--- src/rtl/seg7_pkg.sv ---
// Shared segment constants and the BCD-to-segment lookup used by the scan driver.
// Segment vectors are {g,f,e,d,c,b,a}, active-high.
package seg7_pkg;

    localparam logic [6:0] SEG_0    = 7'h3F;
    localparam logic [6:0] SEG_1    = 7'h06;
    localparam logic [6:0] SEG_2    = 7'h5B;
    localparam logic [6:0] SEG_3    = 7'h4F;
    localparam logic [6:0] SEG_4    = 7'h66;
    localparam logic [6:0] SEG_5    = 7'h6D;
    localparam logic [6:0] SEG_6    = 7'h7D;
    localparam logic [6:0] SEG_7    = 7'h07;
    localparam logic [6:0] SEG_8    = 7'h7F;
    localparam logic [6:0] SEG_9    = 7'h6F;
    localparam logic [6:0] SEG_DASH = 7'h40;
    localparam logic [6:0] SEG_OFF  = 7'h00;

    // Non-BCD codes (10..15) render as a dash so bad feeder data is visible.
    function automatic logic [6:0] bcd_to_seg(input logic [3:0] bcd);
        logic [6:0] s;
        case (bcd)
            4'd0:    s = SEG_0;
            4'd1:    s = SEG_1;
            4'd2:    s = SEG_2;
            4'd3:    s = SEG_3;
            4'd4:    s = SEG_4;
            4'd5:    s = SEG_5;
            4'd6:    s = SEG_6;
            4'd7:    s = SEG_7;
            4'd8:    s = SEG_8;
            4'd9:    s = SEG_9;
            default: s = SEG_DASH;
        endcase
        return s;
    endfunction

endpackage

--- src/rtl/seg7_decoder.sv ---
// Combinational BCD to 7-segment decoder with blanking and selectable output polarity.
module seg7_decoder
    import seg7_pkg::*;
#(
    parameter bit ACTIVE_LOW = 1'b1
) (
    input  logic [3:0] bcd,
    input  logic       blank,
    output logic [6:0] seg
);

    logic [6:0] seg_ah;

    always_comb begin
        seg_ah = blank ? SEG_OFF : bcd_to_seg(bcd);
        seg    = ACTIVE_LOW ? ~seg_ah : seg_ah;
    end

endmodule

--- src/rtl/seg7_scan_driver.sv ---
// Multiplexed 7-segment scan driver: prescaled digit scan, frame-coherent shadow capture,
// leading-zero blanking, blink and registered one-hot anode / segment outputs.
module seg7_scan_driver
    import seg7_pkg::*;
#(
    parameter int unsigned CLK_HZ     = 50_000_000,
    parameter int unsigned SCAN_HZ    = 1_000,
    parameter int unsigned NUM_DIGITS = 4,
    parameter int unsigned BLINK_HZ   = 2,
    parameter bit          ACTIVE_LOW = 1'b1
) (
    input  logic                    clk,
    input  logic                    reset,
    input  logic [4*NUM_DIGITS-1:0] digits_in,
    input  logic                    blank_lz,
    input  logic                    blink_en,
    output logic [6:0]              seg,
    output logic                    dp,
    output logic [NUM_DIGITS-1:0]   an,
    output logic                    frame_start
);

    localparam int unsigned Div   = CLK_HZ / SCAN_HZ;
    localparam int unsigned Half  = CLK_HZ / (2 * BLINK_HZ);
    localparam int unsigned PreW  = $clog2(Div);
    localparam int unsigned HalfW = (Half > 1) ? $clog2(Half) : 1;
    localparam int unsigned IdxW  = (NUM_DIGITS > 1) ? $clog2(NUM_DIGITS) : 1;

    localparam logic [PreW-1:0]       PreMax  = PreW'(Div - 1);
    localparam logic [HalfW-1:0]      HalfMax = HalfW'(Half - 1);
    localparam logic [IdxW-1:0]       IdxMax  = IdxW'(NUM_DIGITS - 1);
    localparam logic [6:0]            SegIdle = ACTIVE_LOW ? ~SEG_OFF : SEG_OFF;
    localparam logic [NUM_DIGITS-1:0] AnIdle  = {NUM_DIGITS{ACTIVE_LOW}};

    logic [PreW-1:0]         pre_cnt_q, pre_cnt_d;
    logic [IdxW-1:0]         idx_q, idx_d;
    logic [4*NUM_DIGITS-1:0] shadow_q, shadow_d;
    logic [HalfW-1:0]        blink_cnt_q, blink_cnt_d;
    logic                    blink_phase_q, blink_phase_d;
    logic                    started_q, started_d;
    logic                    frame_start_q, frame_start_d;
    logic [6:0]              seg_q, seg_d;
    logic [NUM_DIGITS-1:0]   an_q, an_d;

    logic                  tick, wrap;
    logic [NUM_DIGITS-1:0] lz_blank;
    logic [NUM_DIGITS-1:0] an_sel;
    logic [3:0]            digit;
    logic                  digit_blank;
    logic                  seen_nz;

    assign tick = (pre_cnt_q == PreMax);
    assign wrap = tick && (idx_q == IdxMax);

    // Zero digits above the most significant nonzero digit; digit 0 always shows.
    always_comb begin
        seen_nz  = 1'b0;
        lz_blank = '0;
        for (int i = NUM_DIGITS - 1; i >= 0; i--) begin
            if (shadow_q[i*4 +: 4] != 4'd0) begin
                seen_nz = 1'b1;
            end
            lz_blank[i] = blank_lz && !seen_nz && (i != 0);
        end
    end

    always_comb begin
        digit       = 4'd0;
        digit_blank = 1'b0;
        an_sel      = '0;
        for (int i = 0; i < NUM_DIGITS; i++) begin
            if (idx_q == IdxW'(i)) begin
                digit       = shadow_q[i*4 +: 4];
                digit_blank = lz_blank[i];
                an_sel[i]   = 1'b1;
            end
        end
    end

    // Stays dark until the first scan tick after reset.
    seg7_decoder #(
        .ACTIVE_LOW(ACTIVE_LOW)
    ) u_decoder (
        .bcd  (digit),
        .blank(digit_blank || !started_q),
        .seg  (seg_d)
    );

    always_comb begin
        pre_cnt_d     = tick ? '0 : pre_cnt_q + 1'b1;
        idx_d         = idx_q;
        if (tick) begin
            idx_d = wrap ? '0 : idx_q + 1'b1;
        end
        shadow_d      = wrap ? digits_in : shadow_q;
        frame_start_d = wrap;
        started_d     = started_q || tick;
        blink_cnt_d   = (blink_cnt_q == HalfMax) ? '0 : blink_cnt_q + 1'b1;
        blink_phase_d = (blink_cnt_q == HalfMax) ? ~blink_phase_q : blink_phase_q;

        // Register written on a tick edge holds the anti-ghost gap for one clock.
        if (tick || !started_q || (blink_en && !blink_phase_q)) begin
            an_d = AnIdle;
        end else begin
            an_d = ACTIVE_LOW ? ~an_sel : an_sel;
        end
    end

    always_ff @(posedge clk) begin
        if (reset) begin
            pre_cnt_q     <= '0;
            idx_q         <= '0;
            shadow_q      <= '0;
            blink_cnt_q   <= '0;
            blink_phase_q <= 1'b1;
            started_q     <= 1'b0;
            frame_start_q <= 1'b0;
            seg_q         <= SegIdle;
            an_q          <= AnIdle;
        end else begin
            pre_cnt_q     <= pre_cnt_d;
            idx_q         <= idx_d;
            shadow_q      <= shadow_d;
            blink_cnt_q   <= blink_cnt_d;
            blink_phase_q <= blink_phase_d;
            started_q     <= started_d;
            frame_start_q <= frame_start_d;
            seg_q         <= seg_d;
            an_q          <= an_d;
        end
    end

    assign seg         = seg_q;
    assign an          = an_q;
    assign dp          = ACTIVE_LOW;
    assign frame_start = frame_start_q;

endmodule
--- config.mk ---
export PLATFORM = sky130hd
export DESIGN_NAME = seg7_scan_driver
export DESIGN_NICKNAME = d
export VERILOG_FILES = /design/src/rtl/seg7_pkg.sv /design/src/rtl/seg7_decoder.sv /design/src/rtl/seg7_scan_driver.sv
export SDC_FILE = /design/constraint.sdc
export NUM_CORES = 1
export LEC_CHECK = 0
export ABC_AREA = 1
export BUFFER_PORTS_ARGS = -buffer_cell sky130_fd_sc_hd__buf_2
export CAP_MARGIN = 20
export CORE_MARGIN = 5
export CORE_UTILIZATION = 54
export DETAILED_ROUTE_END_ITERATION = 10
export PLACE_DENSITY_LB_ADDON = 0.12
export SETUP_SLACK_MARGIN = 0.1
export SLEW_MARGIN = 20
export SYNTH_ARGS = -nofsm -noshare
export SYNTH_HDL_FRONTEND = slang
export SYNTH_SLANG_ARGS = --single-unit
--- constraint.sdc ---
create_clock -name clk -period 2.5 [get_ports clk]
set_input_delay 0.5 -clock clk [delete_from_list [all_inputs] [get_ports clk]]
set_output_delay 0.5 -clock clk [all_outputs]
set_load 0.01 [all_outputs]
Yosys cells after proc, flatten, opt, wreduce, memory -nomap -nowiden. Memory sizes are Yosys's and may differ from the RTL's. Cells that the tools add are included.

Memories kept: 1. Bits of input ports: 20. Word-level logic and storage cells: 58. Bits in registers: 72. Bits in read-only memories: 112. Output and inout bits: 13.

Add/subtract/negate cells: 3. Eq/ne operators: 5. Bitwise operators: 3. Mux-type cells: 16. Reduce and logical (&&, ||, !) cells: 21.

Memory list: (no name shown) (depth 16, width 7, read ports 1, clocked after memory_dff 0, write ports 0, RTL line seg7_pkg.sv:21) `case (bcd)`.

Operators by type and width (count): $add A24 B1 Y24 const B (1); $eq A24 B24 Y1 const B (1); $add A16 B1 Y16 const B (1); $eq A16 B16 Y1 const B (1); $mux W4 (4); $reduce_bool A4 Y1 (3); $mux W1 (10); $mux W7 (1); $not A7 Y7 (1); $reduce_or A2 Y1 (3); $logic_and A1 B1 Y1 (5); $logic_not A1 Y1 (5); $eq A2 B2 Y1 const B (2); $logic_or A1 B1 Y1 (4); $not A4 Y4 (1); $add A2 B1 Y2 const B (1); $eq A2 B1 Y1 const B (1); $logic_not A2 Y1 (1); $mux W2 (1); $not A1 Y1 (1).

Longest topological paths before layout.
Depth after elaboration: 12. Depth in mapped cells: 13. Gate-level depth less buffers: 13.

Hierarchy. From an unflattened synthesis, not the netlist that was laid out.

Cells, all modules: 527. Area total of the unflattened synthesis: 3679.8 µm².

By module, submodules not included: seg7_scan_driver (seq. area each 1441.4 µm², instances 1, area each 3490.8 µm², cells an instance 491); seg7_decoder (seq. area each 0.0 µm², instances 1, area each 188.9 µm², cells an instance 36).

Worst setup path after synthesis. No wires, ideal clock.

Path kind: register to register. Start: register idx_q[0]. End: register seg_q[5] (netlist: seg[5]). Slack: 0.720 ns. Library setup time: 0.133 ns. Clock period less this slack: 1.780 ns. Stages on the path, launching flop included: 11. Arrival: 1.648 ns. Required time: 2.367 ns. Buffers on the path: 1. Path through: dfxtp_1 ha_1 buf_4 inv_1 or2_2 nand2_1 inv_1 ha_1 nand3b_1 nand3_1 nand3_1.

Cells in the longest elaborated chain, start to end: 8. Elaborated cells between the ends (all ways): 15. Those cells by class: eq/ne (3); mux (8); bitwise (1); reduce/logical (2); memory (1).

RTL lines: start, declared (RTL line seg7_scan_driver.sv:36) `logic [IdxW-1:0] idx_q, idx_d;`; start signal, assigned (RTL line seg7_scan_driver.sv:122) `idx_q <= idx_d;`; $logic_not A2 Y1 (RTL line seg7_scan_driver.sv:72) `if (idx_q == IdxW'(i)) begin`; $mux W4 (4 in series) (RTL line seg7_scan_driver.sv:72); $mem_v2 Z16 W7; $mux W7 * (RTL line seg7_decoder.sv:15) `seg_ah = blank ? SEG_OFF : bcd_to_seg(bcd);`; $not A7 Y7 * (RTL line seg7_decoder.sv:16) `seg = ACTIVE_LOW ? ~seg_ah : seg_ah;`; end signal, assigned (RTL line seg7_scan_driver.sv:118) `seg_q <= SegIdle;`; end signal, assigned (RTL line seg7_scan_driver.sv:128) `seg_q <= seg_d;`; end, declared (RTL line seg7_scan_driver.sv:42) `logic [6:0] seg_q, seg_d;`.

Mark *: on every way between the ends. The rest lies on a longest branch, timed or not. A chain may end at the register's enable or synchronous reset.

Worst setup path after layout.
Start: register idx_q[1]. End: register seg_q[3] (netlist: seg[3]).

Same word-level chain as after synthesis.

==> metrics.md <==
| Metric | Value |
|---|---|
| CP Launch Type | `flop` |
| # diodes | `0` |
| Setup CP Type | `reg -> reg` |
| Post-CTS setup repair buffer count | `0` |
| Worst path bufs/invs | `3` |
| Share of cells above drive strength 1 | `14.5%` |
| Die Span Y | `92.7 um` |
| Setup_tns | `0 ns` |
| Hold_buf cts | `0` |
| Synth Flop Type | `dfxtp_1` |
| Worst path cell trace | `inv_1 -> ha_1 -> inv_1 -> nand2_1 -> nand3_1 -> nand2_1 -> nand2_1 -> inv_1 -> ha_1 -> nand3b_1 -> nand3_1 -> nand3_1` |
| Clock network power share | `between 40% and 50%` |
| Sw frac | `between 20 and 25%` |
| CP Max Fanout | `5` |
| Reg clk slew, reported paths | `about 0.080 ns` |
| Gr ovfl total | `0` |
| Routed WL | `slightly below 8 mm` |
| Hpwl dp | `slightly below 6 mm` |
| Total global-route track usage | `~19%` |
| Unique cell type count in the Yosys netlist | `33` |
| CTS-repair resized insts | `0` |
| Syn_area_per_cell | `about 7.2 sq um` |
| Yosys top cell area share | `about 39%` |
| CTS tree | `yes` |
| CP Capture Type | `flop` |
| Hold path depth | `3` |
| Critical-path top delay cell | `dfxtp_1` |
| Int Pwr | `approximately 1.7 mW` |
| Worst skew pair latency | `0.35 ns` |
| Starting DRT DRC Count | `139` |
| PortBufs | `31` |
| Largest net degree at the start of global routing | `24` |
| Hold crit path type | `in -> reg` |
| Top cell family by delay on the critical path | `simple AND/OR/NAND/NOR gates` |
| Status | `complete, no violations` |
| Post-layout min period | `around 2.0 ns` |
| Vias per cell | `about 5.1` |
| PD cells | `528 mW/mm^2` |
| Post-route ant nets | `0` |
| Total CTS buffers | `9` |
| Std-Cell Rows | `30` |
| Final cell count without fillers | `630` |
| Syn-to-layout area delta | `9.97%` |
| Final #Nets | `between 500 and 600` |
| Starting density of the core | `54.9%` |
| Syn Std Cell Area | `approximately 0.0037 sq mm` |
| Largest area contributor in the netlist | `dfxtp_1` |
| Sink Count | `slightly above 70` |
| Post-placement cell count | `614` |
| First-pass GRT wire length | `13.5 mm` |
| Hold Fails Final Rpt | `0` |
| Die width | `between 90 and 100 um` |
| Worst EP required | `2.72 ns` |
| VDD IR max | `approximately 0.35 mV` |
| Worst path depth | `12` |
| Clock Skews | `0.00639 ns` |
| Synth Warn # | `0` |
| Max_cap viols | `0` |
| Asr flop ratio synth | `0%` |
| Sequential power share | `around 54%` |
| I/O pins | `33` |
| Final worst hold slack | `~0.43 ns` |
| Number of remaining DRC errors | `0` |
| Syn Nets | `approximately 540` |
| Max Clk Rate | `493 MHz` |
| Syn Inst Count | `~510` |
| Max incr delay on CP | `0.36 ns` |
| Combinational Power Share | `roughly 2.3%` |
| Fin. max-slew vios | `0` |
| Post-synth EDFFs | `0` |
| R2R Path Start | `idx_q[1]` |
| Reg2Reg Depth | `12` |
| Total core area | `about 0.0067 sq mm` |
| Gpl congestion | `just under 0.9` |
| Leak pwr | `around 1.5 nW` |
| Unrepaired setup endpoints after global routing | `no` |
| Dominant cells by area after synthesis | `dfxtp_1 39%, nand2_1 14%, nor2_1 6.8%` |
| Final period util | `between 80% and 90%` |
| Worst Setup SP | `idx_q[1]` |
| # H-tree levels | `3` |
| Worst Hold Launch | `digits_in[1]` |
| Initial antenna violation count | `0` |
| Vias in the first global route | `between 3000 and 4000` |
| Final Power | `around 2.1 mW` |
| Seq/Total Area, Yosys | `39.1%` |
| Full die area | `between 0.008 and 0.009 sq mm` |
| Yosys reg bits | `72` |
| CP arrival | `approximately 2.3 ns` |
| Sw Pwr | `around 0.48 mW` |
| Routed len/inst | `12.3 um` |
| DR vias | `around 3200` |
| Clock Tree Buf Depth | `2` |
| DR pass1 iterations | `4` |
| Endpoints failing setup | `0` |
| Clock Tree Root | `clkbuf_8` |
-- worst reg2reg max path, stage by stage, from the launching register on --
cell and delay [ns]:
dfxtp_1 0.36, inv_1 0.08, ha_1 0.24, inv_1 0.15
nand2_1 0.07, nand3_1 0.07, nand2_1 0.06, nand2_1 0.16
inv_1 0.11, ha_1 0.28, nand3b_1 0.17, nand3_1 0.09
nand3_1 0.07
-- worst paths after layout --
check	end	slack, ns
max	seg[3]	0.47
min	shadow_q[1]	0.43
min reg2reg	pre_cnt_q[0]	0.45
max reg2reg	seg[3]	0.47
-- Yosys cell counts (3+ instances only) --
cell type,number
buf_6,5
nand2_2,6
nand3_4,3
inv_2,7
dfxtp_1,72
nor2_1,67
nor3_2,4
xor2_1,7
xnor2_1,4
nand3_1,42
o21ai_0,5
nand3b_1,8
nand4_1,24
a21oi_1,39
inv_1,44
nor3_1,9
nand2_1,134
ha_1,11
nor2_8,3
-- cell type report --
| cell class | instances | area, sq um |
|---|---|---|
| Inverter | 52 | 196 |
| Clock inverter | 6 | 68.8 |
| Tap cell | 80 | 100 |
| Clock buffer | 10 | 138 |
| Timing Repair Buffer | 33 | 170 |
| Sequential cell | 72 | 1440 |
| Multi-Input combinational cell | 377 | 1940 |
| Fill cell | 648 | 2660 |
-- stage by stage --
stage          setup slack, ns  instance area (sq um)  util [%]
2_1_floorplan            0.720                   3690         -
3_3_place_gp             0.565                   3850      57.3
3_5_place_dp             0.496                   3850      57.3
4_1_cts                  0.494                   4060      60.4
5_1_grt                  0.253                   4060      60.4
6_report                 0.473                   4060      60.4
-- registers in the layout (all words and copies together), names as in the netlist, 2 cells and up --
name         flops
an               4
shadow_q        16
seg              7
pre_cnt_q       16
blink_cnt_q     24
idx_q            2
-- power by group through the flow --
| stage | clock network (mW) | logic (mW) | registers (mW) |
|---|---|---|---|
| 5_1_grt | 1.01 | 0.0563 | 1.16 |
| 2_1_floorplan | 0 | 0.0361 | 1.19 |
| 3_3_place_gp | 0 | 0.0484 | 1.19 |
| 4_1_cts | 0.957 | 0.0497 | 1.16 |
| 6_report | 0.934 | 0.0491 | 1.16 |
| 3_5_place_dp | 0 | 0.0494 | 1.19 |
-- placed cells by master, fill, tap and decap left out, types with 7 or more instances in the layout --
master,instances
nand2_1,134
dfxtp_1,72
nor2_1,67
inv_1,44
nand3_1,42
a21oi_1,39
buf_2,31
nand4_1,24
ha_1,11
clkbuf_8,10
nor3_1,9
nand3b_1,8
inv_2,7
xor2_1,7
-- per-layer routing --
metal	part of all wire (%)	GRT usage, %	up-vias
met2	46	30.8	69
li1	-	-	1714
met3	4.1	4.79	10
met5	0	0	-
met1	48	25.4	1441
met4	1.2	6.72	0
-- kinds of logic after synthesis --
family | count (synthesis) | share of synthesized area [%]
and+or+nand+nor | 309 | 40.0
DFF | 72 | 39.1
buffers and inverters | 64 | 8.27
AOI/OAI and AO/OA | 45 | 6.20
xor gates and xnor gates | 11 | 2.61
adders and majority gates | 11 | 3.73
other | 1 | 0.102
Note: power is estimated with default switching activity, not from simulation.
